===== src/rtl/dispatcher_pkg.sv =====
// dispatcher_pkg: shared types and default sizes for the note dispatcher.
//   - NOTE_WIDTH_DEF / VOICE_COUNT_DEF / AGE_WIDTH_DEF : default block sizes
//   - alloc_state_t : voice allocator FSM states
//   - note_event_t  : one decoded note event (on flag + note) at default width
package dispatcher_pkg;

    localparam int NOTE_WIDTH_DEF  = 7;
    localparam int VOICE_COUNT_DEF = 8;
    localparam int AGE_WIDTH_DEF   = 8;

    typedef enum logic [1:0] {
        ST_IDLE   = 2'd0,
        ST_LOOKUP = 2'd1,
        ST_COMMIT = 2'd2
    } alloc_state_t;

    typedef struct packed {
        logic                      on;
        logic [NOTE_WIDTH_DEF-1:0] note;
    } note_event_t;

endpackage


===== src/rtl/oldest_select.sv =====
// oldest_select: combinational argmax over per-slot ages, masked by the slot
// valid flags. Ties resolve to the lowest slot index. Returns 0 when no slot
// is valid (the allocator only consults it for a full table).
// Compiled only when VOICE_STEAL_EN is defined.
// Ports:
//   valid      in  VOICE_COUNT            per-slot occupied flags
//   ages       in  AGE_WIDTH x VOICE_COUNT per-slot age counters
//   oldest_idx out $clog2(VOICE_COUNT)    index of the oldest valid slot
`ifdef VOICE_STEAL_EN
module oldest_select
    import dispatcher_pkg::*;
#(
    parameter int VOICE_COUNT = VOICE_COUNT_DEF,
    parameter int AGE_WIDTH   = AGE_WIDTH_DEF
) (
    input  logic [VOICE_COUNT-1:0]         valid,
    input  logic [AGE_WIDTH-1:0]           ages [VOICE_COUNT],
    output logic [$clog2(VOICE_COUNT)-1:0] oldest_idx
);

    localparam int IDX_W = $clog2(VOICE_COUNT);

    logic                 found;
    logic [AGE_WIDTH-1:0] best_age;

    // Strict '>' keeps the first (lowest-index) slot on equal ages.
    always_comb begin
        found      = 1'b0;
        best_age   = '0;
        oldest_idx = '0;
        for (int i = 0; i < VOICE_COUNT; i++) begin
            if (valid[i] && (!found || ages[i] > best_age)) begin
                found      = 1'b1;
                best_age   = ages[i];
                oldest_idx = IDX_W'(i);
            end
        end
    end

endmodule
`endif


===== src/rtl/voice_allocator.sv =====
// voice_allocator: writer side of the voice slot table. Turns note-on/off
// events into slot allocations, retriggers and releases. One event per three
// cycles: IDLE (accept) -> LOOKUP (search, update pulse registered) ->
// COMMIT (update/dropped pulse visible, table loads at end of cycle).
// Optional feature macro: VOICE_STEAL_EN -- a note-on to a full table steals
// the oldest voice instead of being dropped.
// Ports:
//   clk, rst          clock, synchronous active-high reset
//   event_valid/ready event handshake (ready only in IDLE)
//   event_on, event_note  1 = note-on, 0 = note-off; note number
//   slot_valid, slot_note registered slot table
//   update_valid/index/active/note  one-cycle slot-change report
//   dropped           one-cycle pulse: event discarded without update
module voice_allocator
    import dispatcher_pkg::*;
#(
    parameter int NOTE_WIDTH  = NOTE_WIDTH_DEF,
    parameter int VOICE_COUNT = VOICE_COUNT_DEF,
    parameter int AGE_WIDTH   = AGE_WIDTH_DEF
) (
    input  logic                           clk,
    input  logic                           rst,
    input  logic                           event_valid,
    output logic                           event_ready,
    input  logic                           event_on,
    input  logic [NOTE_WIDTH-1:0]          event_note,
    output logic [VOICE_COUNT-1:0]         slot_valid,
    output logic [NOTE_WIDTH-1:0]          slot_note [VOICE_COUNT],
    output logic                           update_valid,
    output logic [$clog2(VOICE_COUNT)-1:0] update_index,
    output logic                           update_active,
    output logic [NOTE_WIDTH-1:0]          update_note,
    output logic                           dropped
);

    localparam int IDX_W = $clog2(VOICE_COUNT);

    alloc_state_t          state;
    logic                  ev_on;
    logic [NOTE_WIDTH-1:0] ev_note;
    logic                  cm_start;
    logic                  cm_release;
    logic [IDX_W-1:0]      cm_idx;

    logic                  m_found;
    logic [IDX_W-1:0]      m_idx;
    logic                  f_found;
    logic [IDX_W-1:0]      f_idx;
    logic                  lk_start;
    logic                  lk_release;
    logic [IDX_W-1:0]      lk_idx;

`ifdef VOICE_STEAL_EN
    // Ages only steer voice stealing, so they exist only in that build.
    localparam logic [AGE_WIDTH-1:0] AGE_MAX = '1;
    logic [AGE_WIDTH-1:0]  age [VOICE_COUNT];
    logic [IDX_W-1:0]      o_idx;

    oldest_select #(
        .VOICE_COUNT (VOICE_COUNT),
        .AGE_WIDTH   (AGE_WIDTH)
    ) u_oldest (
        .valid      (slot_valid),
        .ages       (age),
        .oldest_idx (o_idx)
    );
`endif

    assign event_ready = (state == ST_IDLE);

    // Descending scan so the lowest matching / free index wins.
    always_comb begin
        m_found = 1'b0;
        m_idx   = '0;
        f_found = 1'b0;
        f_idx   = '0;
        for (int i = VOICE_COUNT - 1; i >= 0; i--) begin
            if (slot_valid[i] && slot_note[i] == ev_note) begin
                m_found = 1'b1;
                m_idx   = IDX_W'(i);
            end
            if (!slot_valid[i]) begin
                f_found = 1'b1;
                f_idx   = IDX_W'(i);
            end
        end
    end

    // Action decision: a held note always retriggers its own slot, which
    // also guarantees no note is ever held by two slots.
    always_comb begin
        lk_start   = 1'b0;
        lk_release = 1'b0;
        lk_idx     = '0;
        if (ev_on) begin
            if (m_found) begin
                lk_start = 1'b1;
                lk_idx   = m_idx;
            end else if (f_found) begin
                lk_start = 1'b1;
                lk_idx   = f_idx;
            end
`ifdef VOICE_STEAL_EN
            else begin
                lk_start = 1'b1;
                lk_idx   = o_idx;
            end
`endif
        end else if (m_found) begin
            lk_release = 1'b1;
            lk_idx     = m_idx;
        end
    end

    always_ff @(posedge clk) begin
        if (rst) begin
            state         <= ST_IDLE;
            ev_on         <= 1'b0;
            ev_note       <= '0;
            cm_start      <= 1'b0;
            cm_release    <= 1'b0;
            cm_idx        <= '0;
            slot_valid    <= '0;
            update_valid  <= 1'b0;
            update_index  <= '0;
            update_active <= 1'b0;
            update_note   <= '0;
            dropped       <= 1'b0;
            for (int i = 0; i < VOICE_COUNT; i++) begin
                slot_note[i] <= '0;
`ifdef VOICE_STEAL_EN
                age[i]       <= '0;
`endif
            end
        end else begin
            update_valid <= 1'b0;
            dropped      <= 1'b0;
            case (state)
                // ---- IDLE: accept one event ----
                ST_IDLE: begin
                    if (event_valid) begin
                        ev_on   <= event_on;
                        ev_note <= event_note;
                        state   <= ST_LOOKUP;
                    end
                end
                // ---- LOOKUP: register decision; report pulses during COMMIT ----
                ST_LOOKUP: begin
                    cm_start   <= lk_start;
                    cm_release <= lk_release;
                    cm_idx     <= lk_idx;
                    if (lk_start || lk_release) begin
                        update_valid  <= 1'b1;
                        update_index  <= lk_idx;
                        update_active <= lk_start;
                        update_note   <= ev_note;
                    end else begin
                        dropped <= 1'b1;
                    end
                    state <= ST_COMMIT;
                end
                // ---- COMMIT: table loads at end of this cycle ----
                ST_COMMIT: begin
                    if (cm_start) begin
                        for (int i = 0; i < VOICE_COUNT; i++) begin
                            if (IDX_W'(i) == cm_idx) begin
                                slot_valid[i] <= 1'b1;
                                slot_note[i]  <= ev_note;
`ifdef VOICE_STEAL_EN
                                age[i]        <= '0;
                            end else if (slot_valid[i] && age[i] != AGE_MAX) begin
                                age[i]        <= age[i] + 1'b1;
`endif
                            end
                        end
                    end else if (cm_release) begin
                        slot_valid[cm_idx] <= 1'b0;
`ifdef VOICE_STEAL_EN
                        age[cm_idx]        <= '0;
`endif
                    end
                    state <= ST_IDLE;
                end
                default: state <= ST_IDLE;
            endcase
        end
    end

endmodule


===== config.mk =====
export PLATFORM = sky130hd
export DESIGN_NAME = voice_allocator
export DESIGN_NICKNAME = d
export VERILOG_FILES = /design/src/rtl/dispatcher_pkg.sv /design/src/rtl/oldest_select.sv /design/src/rtl/voice_allocator.sv
export SDC_FILE = /design/constraint.sdc
export NUM_CORES = 1
export LEC_CHECK = 0
export ABC_AREA = 1
export BUFFER_PORTS_ARGS = -buffer_cell sky130_fd_sc_hd__buf_2
export CORE_ASPECT_RATIO = 1.5
export CORE_MARGIN = 2
export CORE_UTILIZATION = 50
export DETAILED_ROUTE_END_ITERATION = 12
export PLACE_DENSITY = 0.82
export SLEW_MARGIN = 5
export SYNTH_ARGS = -nofsm -noshare
export SYNTH_HDL_FRONTEND = slang
export SYNTH_SLANG_ARGS = --single-unit

===== constraint.sdc =====
create_clock -name clk -period 2.5 [get_ports clk]
set_clock_uncertainty 0.05 [all_clocks]
set_input_delay 0.375 -clock clk [delete_from_list [all_inputs] [get_ports clk]]
set_output_delay 0.375 -clock clk [all_outputs]
set_load 0.02 [all_outputs]

== Yosys cells after proc, flatten, opt, wreduce, memory -nomap -nowiden ==
Cells that the tools add are included.
Storage, ports and cells
  word-level logic and storage cells: 147
  register bits after elaboration: 92
Cells by class
  reductions and logical operators: 32
  magnitude comparators: 2
  mux-type cells: 57
  eq/ne operators: 26
  bitwise logic cells: 3
Operator list (count)
  $mux W3: 20
  $eq A7 B7 Y1: 8
  $reduce_and A3 Y1: 16
  $mux W1: 32
  $mux W8: 2
  $ne A2 B1 Y1 const B: 8
  $eq A3 B3 Y1 const A: 4
  $logic_and A1 B1 Y1: 9
  $and A8 B8 Y8: 1
  $not A8 Y8: 1
  $eq A2 B3 Y1 const A: 2
  $lt A3 B4 Y1 const B: 1
  $pmux W2 S2: 1
  $reduce_and A2 Y1: 2
  $demux W1 S3: 1
  $eq A1 B3 Y1 const A: 1
  $ge A3 B1 Y1 const B: 1
  $logic_not A3 Y1: 1
  $eq A2 B1 Y1 const B: 1
  $eq A2 B2 Y1 const B: 1
  $logic_not A2 Y1: 1
  $mux W2: 1
  $ne A2 B2 Y1 const B: 1
  $reduce_bool A2 Y1: 1
  3 further kinds: 3

== Longest topological paths before layout ==
  word-level depth: 14
  mapped depth: 18
  mapped depth without buffers: 17

== Least setup slack after synthesis ==
No wires, ideal clock.
  path kind: reg-to-reg
  from: register ev_note[0]
  to: register update_note[1]
  arrival: 1576 ps
  cell stages (with the launch flop): 14
  library setup time: 116 ps
  required time: 2334 ps
  buffers on the path: 2
  slack: 758 ps
  path through: dfxtp_1 -> inv_2 -> buf_6 -> nand2_1 -> nand2_1 -> nor2_1 -> nand2_1 -> o21ai_2 -> nor2_2 -> o211ai_4 -> nand2_4 -> buf_6 -> o21ai_0 -> nor2_1
On the way
  cells in the longest elaborated chain, start to end: 14
  elaborated cells on any way between the ends: 30
RTL lines
  from (decl): RTL line voice_allocator.sv:40  | logic [NOTE_WIDTH-1:0] ev_note;
  from (signal assigned): RTL line voice_allocator.sv:143  | ev_note <= event_note;
  $eq A7 B7 Y1: RTL line voice_allocator.sv:78  | if (slot_valid[i] && slot_note[i] == ev_note) begin
  $logic_and A1 B1 Y1: RTL line voice_allocator.sv:78
  $mux W1 (7 in series): RTL line voice_allocator.sv:78
  $mux W1 *: RTL line voice_allocator.sv:78
  $mux W1 (on tied branches): RTL line voice_allocator.sv:96, voice_allocator.sv:109
  $mux W1: RTL line voice_allocator.sv:95  | if (ev_on) begin
  $logic_or A1 B1 Y1 *: RTL line voice_allocator.sv:152  | if (lk_start || lk_release) begin
  $reduce_and A2 Y1 (no source line) *
  to (signal assigned): RTL line voice_allocator.sv:156  | update_note <= ev_note;
  to (decl): RTL line voice_allocator.sv:32  | output logic [NOTE_WIDTH-1:0] update_note,
Mark *: on every way between the ends. The rest lies on a longest branch, timed or not.
A chain may end at the register's enable or synchronous reset.

== Worst setup path after layout ==
  from: register ev_note[0]
  to: register update_note[0]
On the way
  cells in the longest elaborated chain, start to end: 14
  elaborated cells on any way between the ends: 30
RTL lines (RTL line)
  $eq A7 B7 Y1: voice_allocator.sv:78
  $logic_and A1 B1 Y1: voice_allocator.sv:78
  $mux W1 (8 in series): voice_allocator.sv:78
  $mux W1 (on tied branches): voice_allocator.sv:96, voice_allocator.sv:109
  $mux W1: voice_allocator.sv:95
  $logic_or A1 B1 Y1: voice_allocator.sv:152
  $reduce_and A2 Y1 (no source line)
Several ways; a longest one is shown, not always the timed one.

==> metrics.md <==
| Metric | Value |
|---|---|
| CTS buffer count | `9` |
| Ant. Diodes | `0` |
| Top cells by area in the synthesized netlist | `dfxtp_1, o21ai_0, a21oi_1` |
| Port Buffer Count | `88` |
| Vias/cell | `about 5.5` |
| Pwr Total | `approximately 3.3 mW` |
| Worst Path Buf+Inv | `1` |
| Mapped Cells | `~600` |
| Slew headroom | `0.456` |
| Antenna viol nets, final | `0` |
| Largest net degree at the start of global routing | `between 40 and 50` |
| Fin cells | `roughly 800` |
| # IOs | `89` |
| H-tree levels | `3` |
| Global Route Usage Sum | `0.287` |
| Final WL | `~13 mm` |
| Core Rows | `41` |
| WP data required | `roughly 2.7 ns` |
| Final min period | `between 2 and 2.5 ns` |
| WS Path Type | `reg -> reg` |
| Pre-CTS WS | `approximately 0.29 ns` |
| Synth top area share | `0.428` |
| Initial DRC Count | `365` |
| Placed cell count | `781` |
| Final setup TNS | `0 ns` |
| Final setup fails | `0` |
| Clock transition at path regs | `approximately 0.06 ns` |
| RSZ-0062 raised after global routing | `false` |
| Cell type with the largest total area after synthesis | `dfxtp_1` |
| Initial Utilization | `0.514` |
| Hold path cells | `3` |
| DRT Pass-1 Iters | `6` |
| Synth warn | `0` |
| Worst Hold Class | `in -> reg` |
| Synthesized cell area | `between 4000 and 5000 um2` |
| # DRC | `0` |
| GP Congestion | `between 1 and 1.5` |
| Post-synth EDFFs | `0` |
| Slowest CP cell | `dfxtp_1` |
| Worst Slack Setup Final | `between 0.2 and 0.25 ns` |
| Die height | `roughly 120 um` |
| Vias after detailed routing | `approximately 4400` |
| Synth Net Count | `roughly 620` |
| Fin. Hold Viols | `0` |
| Status | `complete, no violations` |
| Post-layout util | `0.615` |
| Critical path depth | `10` |
| Largest stage delay, worst path | `0.53 ns` |
| Vias in the first global route | `4165` |
| NumNets Final | `~700` |
| CP cell instances | `inv_2, nand2_1, nor3b_1, nand3_1, nand2_1, nor2_2, o211ai_4, nand2_4, o21ai_0, nor2_1` |
| Leakage | `2.28 nW` |
| CTS Hold Bufs | `0` |
| Share of post-route cells with drive strength above 1 | `0.199` |
| Sequential fraction of the synthesis area | `0.428` |
| Asr flop ratio synth | `0` |
| CTS tree | `yes` |
| Die W | `approximately 80 um` |
| Setup crit start kind | `flop` |
| Clock Tree Buf Depth | `2` |
| Slew @ Worst Pin | `between 0.8 and 0.9 ns` |
| Die footprint | `approximately 9400 um2` |
| Post-CTS Setup Inserts | `0` |
| Most used cell along the critical path | `nand2_1` |
| Later-pin clock latency in the skew report | `between 0.3 and 0.4 ns` |
| Drt wl/cell | `around 16 um` |
| Mapped Avg Cell Area | `approximately 7 um2` |
| Dpl hpwl | `9.28 mm` |
| Flops & latches, synth | `92` |
| Maxcap violations | `0` |
| Max Clk Rate | `between 0.4 and 0.5 GHz` |
| Layout area overhead | `19.6%` |
| CTS root buf | `clkbuf_16` |
| Delay-heaviest family, CP | `simple AND/OR/NAND/NOR gates` |
| First-pass GRT wire length | `20.8 mm` |
| Peak VDD IR | `between 400 and 500 uV` |
| Worst R2R Path Depth | `10` |
| Slew Viols, Final | `0` |
| Power density cells | `roughly 650 nW/um2` |
| CP Data Arrival Time | `roughly 2.4 ns` |
| Fraction of the cycle the final worst path needs | `0.901` |
| Core area | `roughly 8400 um2` |
| CP Max Fanout | `20` |
| CTS Sinks | `between 90 and 100` |
| Grt ovf | `0` |
| Initial antenna violation count | `0` |
| Post-synthesis cell type count | `36` |
| Endpoint type of the worst setup path | `flop` |
| Synth Flop Type | `dfxtp_1` |
| Post-CTS Resized | `0` |
## cells in the final DEF, fill, tap and decap left out, types with 2 or more instances in the layout
master,instances
a21oi_1,78
buf_2,88
buf_4,15
bufinv_16,2
clkbuf_16,9
clkbuf_8,3
dfxtp_1,92
inv_1,56
inv_2,6
nand2_1,103
nand2_2,4
nand3_1,19
nand4_1,3
nor2_1,62
nor2_2,2
nor3_1,15
o211ai_1,5
o21ai_0,84
o21ai_1,4
or2_0,2
or2_1,4
or2_2,2
xnor2_1,14
xor2_1,3
## worst min-delay path: cells and delay by family
kind / cells / cell delay, ns
compound gates: 2 / 0.17
buf+inv: 1 / 0.07
## state kept, by name, indices dropped and copies added (netlist names), 2 cells and up
name and flops:
cm_idx 3, ev_note 7, slot_note 56, slot_valid 8
state 2, update_index 3, update_note 7
## layout make-up
type	count	area, um2
fillers	753	3220
multi-input cells	416	2020
flip-flops and latches	92	1840
repair buffers	104	573
clock buffers	13	270
inverters	62	233
well taps	107	134
clock inverters	3	67.6
## path summary, 6_finish.rpt
check	to	startpoint	slack, ns
worst max-delay path	update_note[0]	ev_note[0]	0.25
worst max register to register	update_note[0]	ev_note[0]	0.25
worst min-delay path	ev_note[6]	event_note[6]	0.26
worst min register to register	update_active	update_active	0.42
## per-stage QoR
step	hold slack, ns	cell area (um2)
global placement	0.402	4800
detailed placement	0.409	4800
CTS	0.261	5140
global route	0.328	5140
finish	0.263	5140
floorplan	0.395	4300
## cells in the mapped netlist (3+ instances only)
master and instances:
a21oi_1 78, buf_2 5, buf_6 8, clkbuf_1 18, dfxtp_1 92, inv_1 56, inv_2 6, nand2_1 103
nand2_2 4, nand3_1 19, nand4_1 3, nor2_1 62, nor3_1 15, o211ai_1 5, o21ai_0 84, o21ai_1 4
or2_1 4, xnor2_1 14, xor2_1 3
## cell families after synthesis
family                 Yosys count  synth area share
AND/OR/NAND/NOR                220             0.217
AO/OA/AOI/OAI                  179             0.219
buffers and inverters           96             0.101
flip-flops                      92             0.428
XOR/XNOR                        17            0.0346
## per-layer routing
layer  global-route usage  share of wire  up-vias
met5                    0              0        -
met4                0.207          0.057        0
met3               0.0330          0.053       49
met2                0.470           0.50      171
met1                0.339           0.39     2040
li1                     -              -     2134
## report_power, final
part	switching, mW	internal, mW	leakage, nW	total (mW)
clock network	0.553	0.958	0.162	1.51
registers	0.0209	1.49	0.744	1.51
logic	0.214	0.102	1.38	0.315
total	0.787	2.55	2.28	3.33
(Power assumes the default switching activity.)
